### src/rtl/dot_matrix_main.sv
`default_nettype none
// ============================================================================
// Module   : dot_matrix_main
// Brief    : 16x16 LED dot-matrix drive block with a column frame buffer,
//            a free-running column scan and blanking/column strobes.
// Revision : 1.0 - initial release
// ============================================================================

module dot_matrix_main #(
    parameter int SCAN_DIV     = 64,
    parameter int BLANK_CYCLES = 2
) (
    input  logic        CLK,
    input  logic        RESET,
    input  logic [15:0] in_column,
    input  logic        IN_CLR,
    input  logic        LOAD,
    output logic [3:0]  column_seg,
    output logic [15:0] out_column,
    output logic        COLUMN_CLK,
    output logic        OUT_CLR
);

    localparam int              DIV_W   = $clog2(SCAN_DIV);
    localparam logic [DIV_W-1:0] C_LAST  = DIV_W'(SCAN_DIV - 1);
    localparam logic [DIV_W-1:0] C_HALF  = DIV_W'(SCAN_DIV / 2);
    localparam logic [DIV_W-1:0] C_BLANK = DIV_W'(BLANK_CYCLES);

    logic [15:0]      buffer [16];
    logic [3:0]       wr_ptr;
    logic             load_d;
    logic [DIV_W-1:0] div;
    logic             load_rise;

    assign load_rise = LOAD && !load_d;

    // Frame buffer and write pointer; IN_CLR swallows a coincident LOAD edge.
    always_ff @(posedge CLK) begin
        if (RESET) begin
            for (int i = 0; i < 16; i++) buffer[i] <= '0;
            wr_ptr <= '0;
            load_d <= 1'b0;
        end else begin
            load_d <= LOAD;
            if (IN_CLR) begin
                for (int i = 0; i < 16; i++) buffer[i] <= '0;
                wr_ptr <= '0;
            end else if (load_rise) begin
                buffer[wr_ptr] <= in_column;
                wr_ptr         <= wr_ptr + 4'd1;
            end
        end
    end

    // Free-running scan: one column per SCAN_DIV cycles, 16 columns per frame.
    always_ff @(posedge CLK) begin
        if (RESET) begin
            div        <= '0;
            column_seg <= '0;
        end else if (div == C_LAST) begin
            div        <= '0;
            column_seg <= column_seg + 4'd1;
        end else begin
            div <= div + 1'b1;
        end
    end

    assign OUT_CLR    = (div < C_BLANK);
    assign COLUMN_CLK = (div >= C_HALF);
    assign out_column = OUT_CLR ? 16'h0000 : buffer[column_seg];

endmodule

`default_nettype wire

### config.mk
export PLATFORM = sky130hd
export DESIGN_NAME = dot_matrix_main
export DESIGN_NICKNAME = d
export VERILOG_FILES = /design/src/rtl/dot_matrix_main.sv
export SDC_FILE = /design/constraint.sdc
export NUM_CORES = 1
export LEC_CHECK = 0
export CAP_MARGIN = 0
export CORE_MARGIN = 3
export CORE_UTILIZATION = 60
export CTS_CLUSTER_SIZE = 24
export DETAILED_ROUTE_END_ITERATION = 8
export HOLD_SLACK_MARGIN = 0.06
export PLACE_DENSITY_LB_ADDON = 0.25
export SLEW_MARGIN = 0
export SYNTH_ARGS = -nofsm -noshare
export SYNTH_HDL_FRONTEND = slang
export SYNTH_SLANG_ARGS = --single-unit
### constraint.sdc
create_clock -name CLK -period 2.5 [get_ports CLK]
set_input_delay 0.25 -clock CLK [delete_from_list [all_inputs] [get_ports CLK]]
set_output_delay 0.25 -clock CLK [all_outputs]
set_load 0.05 [all_outputs]
==> reports/qor.yml <==
clock_tree:
  cts_inserted_buffers: 28
  clk_pin_slew_ns: 0.06
  postCtsHoldBufs: 0
  cts_root_buffer: "clkbuf_16"
  cts.sinks: 275
  cts_buffer_depth: 3
  htreeDepth: 1
  clock_latency_ns: 0.54
  cts_tree: "built"
synth:
  syn_area_per_cell_um2: 15.6
  yosysTopAreaCell: "edfxtp_1"
  ys_top_cells_by_area: "edfxtp_1 (61%), and2_1 (13%), mux4_2 (10%)"
  synth-async-reset-ratio: 0
  seq_area_frac_synth: 0.644
  yosys.area.top_type_share: 0.614
  syn_nets: 831
  synth_ff_type: "edfxtp_1"
  yosys_warnings: 0
  synth_edf_count: 256
  netlist_instances: 804
  synth_seq_cells: 275
  synthesis.area_mm2: 0.0125
  ys_types: 35
floorplan:
  die_height_um: 151
  die_area_mm2: 0.0227
  die_x_um: 151
  row_count: 52
  start_util: 0.615
  core_area_mm2: 0.0204
  pin_count: 42
sta:
  fin_skew_ns: 0.00951
  drv_slew: 0
  worst_slew_pin_slew_ns: 0.691
  fin_ws_ns: -0.286
  fmaxAchievable_mhz: 359
  hold_violations: 0
  slew_headroom: 0.538
  setup_viol: 16
  period_share: 1.11
  rsz0062_at_grt: "yes"
  period_minus_slack_ns: 2.79
  hold_ws_ns: 0.329
detailed_routing:
  drc_errors: 0
  ant_nets: 0
  avgViaCountPerCell: 6.01
  drt_pass1_iterations: 7
  routedWlPerCell_um: 24.0
  drt-initial-drc-count: 632
  wl_um: 28000
  vias: 6996
setup_path:
  cp_data_required_time_ns: 2.25
  rr_worst_depth: 5
  worstPathMaxFanout: 12
  r2r_end: "buffer[12][12]$_SDFFCE_PN0P_"
  critPathLaunchType: "flip-flop"
  worstSetupEndpointType: "primary output"
  r2r_start: "load_d$_SDFF_PP0_"
  crit_type: "flip-flop to primary output"
  arrival_ns: 2.54
  r2r_setup_slack_ns: 0.58
run:
  cap_violations: 0
placed_design:
  gp_congestion: 0.829
  preCtsSetupSlack_ns: 0.190
  hpwl_um: 17600
  io_buffers: 41
  placed_area_mm2: 0.0135
cells_and_area:
  multi_input_area_mm2: 0.00418
  final_area_mm2: 0.0147
  area_growth_pct: 17.5
  fill_cells: 1238
  final_cell_mix: "and2_1 (256), edfxtp_1 (256), mux4_2 (60)"
  nNetsFinal: 900
  antenna_cells: 0
  drive_above_1_share: 0.229
  seq_area_mm2: 0.00808
power_and_ir_drop:
  leakage_nw: 5.54
  irDropWorstVdd_mv: 0.422
  powerDensity_mw_per_mm2: 683
  power_mw: 10.1
min_path:
  min-delay-start: "LOAD"
  worst_hold_path_type: "primary input to flip-flop"
  holdPathEnd: "load_d$_SDFF_PP0_"
  min_path_cells: 2
global_route:
  grt_max_degree: 33
  antenna_found_initial: 0
  grt_pass1_vias: 7449
  grt_pass1_wl_um: 42700
  grt.total_usage: 0.254
  grt-ovfl-total: 0
status:
  status: "finished with violations"
  violations: "negative setup slack"
[cell families (layout without fill, tap and decap cells)]
kind of cell	count (synthesis)	in the layout	synth area share
XOR/XNOR	10	10	0.00699
multiplexers	80	80	0.132
AND/OR/NAND/NOR	348	348	0.169
flip-flops	275	275	0.644
adder cells (fa/ha/maj)	7	7	0.00699
AO/OA/AOI/OAI	20	20	0.0153
buffers and inverters	64	155	0.0261
[final cells by class]
cell class,count,area share
Sequential cell,275,0.549
Multi-Input combinational cell,465,0.284
Timing Repair Buffer,98,0.0787
Clock buffer,37,0.0541
Tap cell,270,0.0230
Clock inverter,15,0.0105
Inverter,5,0.00128
[flip-flops by register name, indices dropped and copies added (netlist names), named ones only]
name	flops
column_seg	4
buffer	256
load_d	1
wr_ptr	4
div	6
[worst max path at each step]
| stage | to | cells after the start |
|---|---|---|
| final | out_column[1] | 5 |
| after global routing | out_column[1] | 5 |
| after CTS | out_column[6] | 5 |
| after detailed placement | out_column[3] | 5 |
| after global placement | out_column[15] | 5 |
| after floorplan | out_column[10] | 5 |
[power by group]
part / switching [mW] / leakage (nW) / internal, mW
logic: 0.323 / 2.08 / 0.217
registers: 0.0636 / 3.01 / 5.19
clock network: 1.72 / 0.457 / 2.54
total: 2.10 / 5.54 / 7.95
[routing by layer]
layer | vias up | track usage | wire (um)
li1 | 3089 | - | -
met1 | 3578 | 0.334 | 11000
met2 | 270 | 0.438 | 14600
met3 | 59 | 0.0337 | 1530
met4 | 0 | 0.0929 | 867
met5 | - | 0 | 0
[stage by stage]
step                      setup TNS (ns)  std cells   util
after detailed placement               0       1100  0.663
final                              -3.98       1165  0.723
after floorplan                        0        804      -
after CTS                          -4.31       1164  0.721
after global routing               -5.02       1165  0.723
after global placement                 0       1100  0.663
[critical path: stages (launching register included)]
cell     delay [ns]
dfxtp_4        0.42
buf_12         0.17
mux4_1         0.56
mux2_2         0.28
a221o_1        0.38
buf_12         0.18
[Yosys cell counts (all sizes together), types with 2 or more instances]
master and n:
a21oi 2, a221o 16, and2 256, buf 17
clkbuf 42, dfxtp 19, edfxtp 256, ha 7
inv 5, mux2 16, mux4 64, nand2 10
nand2b 2, nand3 4, nor2 24, nor2b 19
nor3 12, o21ai 2, or3 17, xnor2 5
xor2 5
[what timing repair did]
action / in CTS / in global routing
buffers inserted: 9 / 0
endpoints found under the hold margin: 0 / 0
cloned: 3 / 1
resized for setup: 23 / 3
pin swaps: 2 / 0
endpoints found under the setup margin: 16 / 16
Note: power is estimated with default switching activity, not from simulation.
